===== src/rtl/branch_predictor.sv =====
// Two-bit saturating-counter branch predictor with four counter banks.
// Queries are combinational; training happens at commit, one counter per
// committed branch. Reset is synchronous and active high.
//
// Optional feature: define PREDICTOR_HISTORY_EN to select the bank from a
// 2-bit global history register. Without it, every query uses bank 0 (a
// plain bimodal predictor), while updates still go to predictor_selection.

// One bank of 2-bit counters, one instance per selection value.
module branch_predictor_bank #(
    parameter int LOCAL_WIDTH = 6
) (
    input  logic                   clk_in,
    input  logic                   rst_in,
    input  logic                   upd_en,
    input  logic                   upd_taken,
    input  logic [LOCAL_WIDTH-1:0] upd_addr,
    input  logic [LOCAL_WIDTH-1:0] rd_addr,
    output logic                   rd_taken
);
    localparam int ENTRIES = 1 << LOCAL_WIDTH;

    logic [ENTRIES-1:0][1:0] cnt;
    logic [1:0]              cur;
    logic [1:0]              nxt;

    // Read port sees the registered value, so a same-cycle update is invisible.
    assign rd_taken = cnt[rd_addr][1];
    assign cur      = cnt[upd_addr];

    // Saturating step: no wrap at either end.
    always_comb begin
        nxt = cur;
        if (upd_taken) begin
            if (cur != 2'b11) nxt = cur + 2'b01;
        end else begin
            if (cur != 2'b00) nxt = cur - 2'b01;
        end
    end

    // Reset to weakly-not-taken everywhere; otherwise touch only the indexed entry.
    always_ff @(posedge clk_in) begin
        if (rst_in)      cnt           <= {ENTRIES{2'b01}};
        else if (upd_en) cnt[upd_addr] <= nxt;
    end
endmodule

module branch_predictor #(
    parameter int LOCAL_WIDTH = 6
) (
    input  logic                   clk_in,
    input  logic                   rst_in,
    input  logic                   rdy_in,
    input  logic                   predictor_signal,
    input  logic                   predictor_branch,
    input  logic [LOCAL_WIDTH-1:0] predictor_addr,
    input  logic [1:0]             predictor_selection,
    input  logic [31:0]            query_pc,
    output logic                   query_branch,
    output logic [LOCAL_WIDTH-1:0] query_addr,
    output logic [1:0]             query_selection
);
    localparam int BANK_WIDTH = 2;
    localparam int NUM_BANKS  = 1 << BANK_WIDTH;

    logic                 upd_fire;
    logic [NUM_BANKS-1:0] bank_upd;
    logic [NUM_BANKS-1:0] bank_taken;
    logic                 unused_pc_bits;

    // Word-aligned PC: the low two bits and the bits above the index carry no information here.
    assign query_addr     = query_pc[LOCAL_WIDTH+1:2];
    assign unused_pc_bits = ^{query_pc[31:LOCAL_WIDTH+2], query_pc[1:0]};

    // rdy_in low stalls training; the ROB keeps the strobe until it is accepted.
    assign upd_fire = ~rst_in & rdy_in & predictor_signal;

    genvar b;
    generate
        for (b = 0; b < NUM_BANKS; b++) begin : g_bank
            assign bank_upd[b] = upd_fire & (predictor_selection == BANK_WIDTH'(b));

            branch_predictor_bank #(
                .LOCAL_WIDTH (LOCAL_WIDTH)
            ) u_bank (
                .clk_in    (clk_in),
                .rst_in    (rst_in),
                .upd_en    (bank_upd[b]),
                .upd_taken (predictor_branch),
                .upd_addr  (predictor_addr),
                .rd_addr   (query_addr),
                .rd_taken  (bank_taken[b])
            );
        end
    endgenerate

    assign query_branch = bank_taken[query_selection];

`ifdef PREDICTOR_HISTORY_EN
    logic [1:0] ghr;

    assign query_selection = ghr;

    // Shift in the committed outcome; queries this cycle still see the old history.
    always_ff @(posedge clk_in) begin
        if (rst_in)        ghr <= 2'b00;
        else if (upd_fire) ghr <= {ghr[0], predictor_branch};
    end
`else
    assign query_selection = 2'b00;
`endif

endmodule


===== config.mk =====
export PLATFORM = sky130hd
export DESIGN_NAME = branch_predictor
export DESIGN_NICKNAME = d
export VERILOG_FILES = /design/src/rtl/branch_predictor.sv
export SDC_FILE = /design/constraint.sdc
export NUM_CORES = 1
export LEC_CHECK = 0
export CORE_MARGIN = 5
export CORE_UTILIZATION = 25
export CTS_CLUSTER_SIZE = 10
export DETAILED_ROUTE_END_ITERATION = 8
export PLACE_DENSITY = 0.48
export SETUP_SLACK_MARGIN = 0.1
export SYNTH_ARGS = -nofsm -noshare
export SYNTH_HDL_FRONTEND = slang
export SYNTH_HIERARCHICAL = 1
export SYNTH_SLANG_ARGS = --single-unit

===== constraint.sdc =====
create_clock -name clk_in -period 5.1 [get_ports clk_in]
set_clock_uncertainty 0.2 [all_clocks]
set_input_delay 0.765 -clock clk_in [delete_from_list [all_inputs] [get_ports clk_in]]
set_output_delay 0.765 -clock clk_in [all_outputs]
set_load 0.02 [all_outputs]

# Word-level counts from Yosys, hierarchy flattened
# Cells that the tools add are included.
[classes]
n_addsub = 2
n_lt_le_gt_ge = 3
n_eq_ne = 1
n_mux = 10
n_bitwise = 4
n_reduce_logical = 3
[ops]
columns = ["op", "n"]
rows = [
  ["$bwmux W128", 1],
  ["$bmux W2 S6", 2],
  ["$lt A6 B7 Y1 const B", 2],
  ["$demux W2 S6", 1],
  ["$mux W2", 6],
  ["$ge A6 B1 Y1 const B", 1],
  ["$and A1 B1 Y1", 3],
  ["$add A2 B1 Y2 const B", 1],
  ["$logic_not A2 Y1", 1],
  ["$ne A2 B2 Y1 const B", 1],
  ["$reduce_bool A2 Y1", 1],
  ["$sub A2 B1 Y2 const B", 1],
  ["$logic_and A1 B1 Y1", 1],
  ["$not A1 Y1", 1],
]
[totals]
ff_bits = 128
inputBits = 45
output_inout_bits = 9

# Logic depth before layout (Yosys ltp)
# Gate-level depths: netlist of run 1.
[logic_depth]
ltp_word = 6
depth_mapped = 11

# Hierarchy
# The synthesis of run 1 kept the hierarchy.
[by_module_without_submodules]
columns = ["mod", "instances", "cells_each", "area_each_um2", "seq_area_each_um2"]
rows = [
  ["branch_predictor_bank", 1, 759, 7231.9, 2562.5],
  ["branch_predictor", 1, 11, 77.6, 0.0],
]

# Worst setup path before layout of run 1
# OpenSTA, ideal clock, no wires.
[synth_path]
path_type = "input -> output"
startpoint = "input port query_pc[2]"
endpoint = "output port query_branch"
arrival_ns = 3.001
t_required_ns = 4.135
setup_slack_ns = 1.134
path_stages = 5
cell_sequence = "clkbuf_1 -> buf_2 -> mux4_2 -> mux4_2 -> mux4_2"
[synth_via]
elab_chain_len = 2
[synth_rtl]
columns = ["item", "line_no", "source"]
rows = [
  ["from (decl)", "58", "input logic [31:0] query_pc,"],
  ["$bmux W2 S6", "28", "assign rd_taken = cnt[rd_addr][1];"],
  ["$mux W2 (implied by the code)", "28", ""],
  ["to (decl)", "59", "output logic query_branch,"],
]
# Every way passes these cells. The select of a mux whose other input is x is not followed.

# Final worst setup path of run 1
# Same ends and word-level chain as after synthesis.

==> results of run 1 <==
[cells in the final DEF, fill, tap and decap left out, drive strengths merged, types with 3 or more instances in the layout]
master / n
nor3: 25
o31ai: 47
nor2: 111
and3b: 4
dfxtp: 128
a22o: 3
inv: 4
or3b: 4
clkbuf: 23
o41ai: 13
buf: 25
nand3b: 49
mux4: 33
clkinv: 3
o21ai: 19
nand3: 6
and2: 4
mux2i: 4
bufinv: 4
nor2b: 19
a21oi: 20
clkdlybuf4s50: 22
a221oi: 25
nand2: 59
mux2: 8
o22ai: 9
or3: 6
a211oi: 12
a22oi: 54
[final timing paths]
kind,start,endpoint,slack [ps],cells after the start
worst min-delay path,g_bank[0].u_bank/cnt[23],g_bank[0].u_bank/cnt[23],310,2
worst max-delay path,query_pc[2],query_branch,530,6
worst max register to register,g_bank[0].u_bank/cnt[21],g_bank[0].u_bank/cnt[26],2210,8
worst min register to register,g_bank[0].u_bank/cnt[23],g_bank[0].u_bank/cnt[23],310,2
[worst min-delay path, stage by stage, from the launching register on]
cell and delay [ps]:
dfxtp_1 320, nand3b_1 80, o31ai_1 60
[power by group through the flow]
stage,clock (mW),combinational [mW],sequential [mW]
3_5_place_dp,0,0.270,1.02
3_3_place_gp,0,0.270,1.02
6_report,1.32,0.270,1.00
4_1_cts,1.35,0.270,1.00
2_1_floorplan,0,0.210,1.02
5_1_grt,1.40,0.285,1.00
[per-layer routing]
layer  vias to the layer above  share of wire, %  GRT usage (%)
met5                         -                 0              0
met4                         0               1.8          4.263
met3                        29               4.9          3.016
met2                       193                47          22.28
met1                      3020                46          19.14
li1                       2877                 -              -
[kinds of logic after synthesis]
family | Yosys count | synth area share [%]
fa+ha+maj | 2 | 0.3081
flops | 128 | 35.06
simple gates | 298 | 20.83
buf+inv | 87 | 6.915
compound gates | 209 | 24.84
other cells | 1 | 0.05130
mux | 45 | 12.00
[synth_stat cells, types with 13 or more instances]
cell type    n  area [µm²]
buf_6       13       146.4
o31ai_1     40       300.3
nor2_1     110       412.9
a22oi_2     36       450.4
o21ai_0     14       70.07
nand3b_1    49       367.9
a22oi_1     18       135.1
a221oi_1    23       201.4
nor3_1      25       125.1
nor2b_1     18       112.6
a21oi_1     20       100.1
clkbuf_1    46       172.7
nand2_1     59       221.5
mux4_2      32       720.7
dfxtp_1    128        2562
[metrics by stage]
stage | std cells | hold WS (ps)
after floorplan | 771 | 266.3
after global routing | 1151 | 314.0
after detailed placement | 1119 | 294.4
after global placement | 1119 | 285.1
after CTS | 1151 | 307.8
final | 1151 | 306.3
[area by class of cell]
class,instances,area (µm²),share of cell area (%)
Multi-Input combinational cell,556,4248,50.69
Sequential cell,128,2562,30.58
Clock buffer,23,488.0,5.824
Tap cell,384,480.5,5.734
Timing Repair Buffer,47,431.7,5.152
Clock inverter,9,153.9,1.837
Inverter,4,15.01,0.1792
==> flow_summary.yaml, run 1 <==
sta:
  finalHoldViolations: 0
  fmax_mhz: 218.6
  relSlewSlack_pct: 21.56
  fin_crit_sh_pct: 89.68
  slew_violations: 0
  rsz0062_at_grt: "false"
  fin_crit_ps: 4574
  final.setup.tns_ps: 0
  setup_viol_count_final: 0
  fin_ws_ps: 526.4
  max_slew.worst_pin.slew_ps: 1177
floorplan:
  fp.dieH_um: 181.0
  core_area_mm2: 0.02878
  initial_utilization_pct: 25.40
  row_count: 62
  die_w_um: 181.0
  die_area_mm2: 0.03276
  io_pins: 54
finish:
  largest_register_ffs: 128
  final_util_pct: 29.11
  area_growth_pct: 14.64
  fillCellCount: 2991
  antenna_cells: 0
  drive_gt1_share_pct: 20.60
  top_regs: "g_bank.u_bank/cnt: 128 flops"
  top_register: "g_bank.u_bank/cnt"
  fin_nets: 799
  fin_area_mm2: 0.008379
synth:
  syn_area_mm2: 0.007310
  synth_cell_types: 55
  synth_area_per_cell_um2: 9.493
  synth_edf_count: 0
  yosys_warnings: 6
  syn_inst: 770
  synthFlopType: "dfxtp_1"
  synthArstFlopShare_pct: 0
  ys_ff_latch: 128
  ys_seq_area_share_pct: 35.06
clocking:
  cts_tree: "built"
  clk_latency_ps: 420
  cts_buffer_depth: 2
  htree_levels: 4
  numCtsBuffers: 17
  ctsResizeCount: 0
  cts_sinks: 128
  cts_root_buf: "clkbuf_16"
  post-cts-setup-buffer-count: 0
  clk_pin_slew_ps: 60
  cts_hold_buf: 0
setup_path:
  slowest_stage: "clkdlybuf4s50_1"
  cp_data_required_time_ps: 4140
  path_delay_family: "multiplexers"
  path_max_fanout: 17
  critPathCaptureType: "output pin"
  crit_path_start_kind: "primary input"
  cp_common_cell: "mux4_2"
  path_cells: "clkdlybuf4s50_1 -> buf_12 -> mux4_2 -> mux4_2 -> mux4_2 -> clkdlybuf4s50_1"
  arrival_ps: 3610
  slowest_delay_ps: 560
  crit_buf_inv: 3
  worst-setup-path-type: "in -> out"
pwr:
  p_leak_nw: 2.643
  power_frac_seq_pct: 38.6
  sw_frac_of_total_pct: 25.04
  powerDensity_mw_per_mm2: 309.7
  combPwrFrac_pct: 10.4
  power.switching_mw: 0.6498
  internal_power_mw: 1.945
  peakVddDrop_mv: 0.1521
  total_power_mw: 2.595
  clockPowerShare_pct: 51.0
drt:
  drcViolationCount: 0
  dr.pass1.iters: 7
  antenna_left: 0
  drt_iter0_markers: 541
  wirelength_um: 23270
  vias: 6119
  via_per_inst: 5.316
  wire_per_inst_um: 20.21
global_routing:
  grt_pass1_wl_um: 35570
  antenna_found_initial: 0
  grt_pass1_vias: 5641
  grt_usage_pct: 14.01
  grt_max_degree: 135
  overflow: 0
placement:
  dp_hpwl_um: 15080
  placed_area_mm2: 0.007737
  pre_cts_slack_ps: 435.9
  port_buffers: 25
  routabilityCongestion: 0.8177
worst_hold_path:
  hold_path.class: "reg -> reg"
outcome:
  status: "completed"
run:
  maxCapViolations: 0
Note: power is estimated with default switching activity, not from simulation.
==> run 2: changes to the inputs <==
--- a/config.mk
+++ b/config.mk
@@ -9,7 +9,7 @@
 export CORE_UTILIZATION = 25
 export CTS_CLUSTER_SIZE = 10
 export DETAILED_ROUTE_END_ITERATION = 8
-export PLACE_DENSITY = 0.48
+export PLACE_DENSITY = 0.49
 export SETUP_SLACK_MARGIN = 0.1
 export SYNTH_ARGS = -nofsm -noshare
 export SYNTH_HDL_FRONTEND = slang
==> constraint.sdc (replaced) <==
create_clock -name clk_in -period 4.1 [get_ports clk_in]
set_clock_uncertainty 0.2 [all_clocks]
set_input_delay 0.615 -clock clk_in [delete_from_list [all_inputs] [get_ports clk_in]]
set_output_delay 0.615 -clock clk_in [all_outputs]
set_load 0.02 [all_outputs]
==> run 2 against run 1 <==
  * Worst setup slack worse by 360 ps
  * Clock power is 7% higher
  * Design area is 1.5% higher
  * Non-clock buffer count is 16 higher
  * Total power is 16% higher
  * Combinational power is 36% higher
  * Critical path type unchanged
  * Wire length is 0.98% lower
  * Hold slack worse by 2.5 ps
  * Global-route usage is 0.063 points lower
  * Sequential cell count stayed put
  * First-iteration DRC count is 12% higher
  * Via count is 0.29% lower
==> flow_summary.yaml, run 2 (synthesis gave the netlist of run 1 again) <==
setup_path:
  cp_common_cell: "mux4_2"
  slowest_delay_ps: 510
  arrival_ps: 3120
  critPathCaptureType: "output pin"
  path_cells: "dlygate4sd2_1 -> bufbuf_16 -> mux4_2 -> mux4_2 -> mux4_2 -> dlygate4sd2_1"
  cp_data_required_time_ps: 3280
  r2r_setup_slack_ps: 1360
  path_max_fanout: 8
  slowest_stage: "mux4_2"
  worst-setup-path-type: "in -> out"
  crit_path_start_kind: "primary input"
finish:
  largest_register_ffs: 128
  fin_nets: 815
  final_common_cell: "dfxtp_1"
  drive_gt1_share_pct: 21.92
  area_growth_pct: 16.35
  top_register: "g_bank.u_bank/cnt"
  fillCellCount: 2971
  final_cell_mix: "128 x dfxtp_1, 110 x nor2_1, 59 x nand2_1"
  antenna_cells: 0
  top_regs: "g_bank.u_bank/cnt: 128 flops"
sta:
  final.setup.tns_ps: 0
  fmax_mhz: 253.9
  slew_violations: 0
  fin_crit_sh_pct: 96.05
  setup_viol_count_final: 0
  max_slew.worst_pin.slew_ps: 1095
  finalHoldViolations: 0
  fin_crit_ps: 3938
  rsz0062_at_grt: "false"
  relSlewSlack_pct: 26.98
global_routing:
  grt_usage_pct: 13.95
  antenna_found_initial: 0
  use_met1_pct: 19.31
  grt_max_degree: 119
  grt_pass1_wl_um: 35850
  grt_util_met2_pct: 21.49
  grt_pass1_vias: 5749
  grt-busiest-layer: "met2"
  overflow: 0
  grt_use_met3_pct: 3.418
floorplan:
  die_area_mm2: 0.03276
  row_count: 62
  fp.dieH_um: 181.0
  core_area_mm2: 0.02878
  io_pins: 54
  initial_utilization_pct: 25.40
  die_w_um: 181.0
clocking:
  cts_root_buf: "clkbuf_16"
  cts_tree: "built"
  post-cts-setup-buffer-count: 0
  cts_hold_buf: 0
  clk_pin_slew_ps: 50
  htree_levels: 4
  cts_sinks: 128
  clk_latency_ps: 420
  cts_buffer_depth: 2
  numCtsBuffers: 17
pwr:
  p_leak_nw: 2.737
  peakVddDrop_mv: 0.1907
  powerDensity_mw_per_mm2: 355.2
  total_power_mw: 3.021
outcome:
  status: "completed"
drt:
  drcViolationCount: 0
  wirelength_um: 23040
  drt_iter0_markers: 607
  via_per_inst: 5.241
  dr.pass1.iters: 5
  wire_per_inst_um: 19.79
  vias: 6101
  antenna_left: 0
worst_hold_path:
  hold_path.class: "reg -> reg"
placement:
  routabilityCongestion: 0.8611
  port_buffers: 25
  dp_hpwl_um: 15510
run:
  maxCapViolations: 0
-- run 2: changes by cell type in the layout (fill, tap and decap cells not counted) --
cell and delta:
dlygate4sd2_1 +2, bufinv_16 -3, clkdlybuf4s50_1 -2, clkinvlp_4 -1, clkinv_4 -1, buf_12 +7, clkbuf_8 -1, bufbuf_16 +1
buf_4 +8, clkinv_2 +3
-- run 2: worst max-delay path: cells and delay by family --
kind / cells / cell delay, ps
buf+inv: 3 / 1010
mux: 3 / 1490
-- run 2: where the power goes --
part	internal, mW	total (mW)	switching, mW
combinational	0.123	0.366	0.243
sequential	1.24	1.25	0.000404
clock	0.865	1.41	0.544
-- run 2: routing by layer --
| layer | share of wire (%) | vias to the layer above |
|---|---|---|
| li1 | - | 2905 |
| met1 | 47 | 2947 |
| met2 | 45 | 210 |
| met3 | 5.9 | 39 |
| met4 | 2.4 | 0 |
| met5 | 0 | - |
-- run 2: layout make-up --
cell class | count | area [µm²] | area share (%)
sequential | 128 | 2562 | 30.13
clock inverter | 7 | 62.56 | 0.7356
clock buffer | 22 | 474.2 | 5.576
multi-input combinational | 556 | 4248 | 49.95
timing repair buffer | 63 | 661.9 | 7.783
tap | 384 | 480.5 | 5.650
inverter | 4 | 15.01 | 0.1765
-- run 2: worst paths after layout --
check                                         startpoint                        to  cells past startpoint
worst max register to register  g_bank[0].u_bank/cnt[21]  g_bank[0].u_bank/cnt[77]                      8
worst min register to register  g_bank[0].u_bank/cnt[23]  g_bank[0].u_bank/cnt[23]                      2
worst min-delay path            g_bank[0].u_bank/cnt[23]  g_bank[0].u_bank/cnt[23]                      2
worst max-delay path                         query_pc[2]              query_branch                      6
-- run 2: timing repair --
item / in CTS / in global routing
endpoints found under the hold margin: 0 / 0
gates resized for setup: 2 / 0
endpoints found under the setup margin: 1 / 0
-- run 2: through the flow --
stage | hold slack [ps] | std cells | utilization (%) | cell area (µm²) | worst slack [ps]
after floorplan | 266.3 | 771 | - | 7313 | 433.8
after global placement | 282.2 | 1134 | 27.58 | 7938 | -135.3
after detailed placement | 294.1 | 1134 | 27.58 | 7938 | -154.2
after CTS | 306.4 | 1164 | 29.55 | 8504 | 184.0
after global routing | 329.6 | 1164 | 29.55 | 8504 | 129.6
final | 303.9 | 1164 | 29.55 | 8504 | 162.0
==> run 3: changes to the inputs <==
--- a/config.mk
+++ b/config.mk
@@ -15,3 +15,4 @@
 export SYNTH_HDL_FRONTEND = slang
 export SYNTH_HIERARCHICAL = 1
 export SYNTH_SLANG_ARGS = --single-unit
+export TNS_END_PERCENT = 1
==> results of run 3 <==
The final DEF is identical to that of run 2; final timing and power are the same.
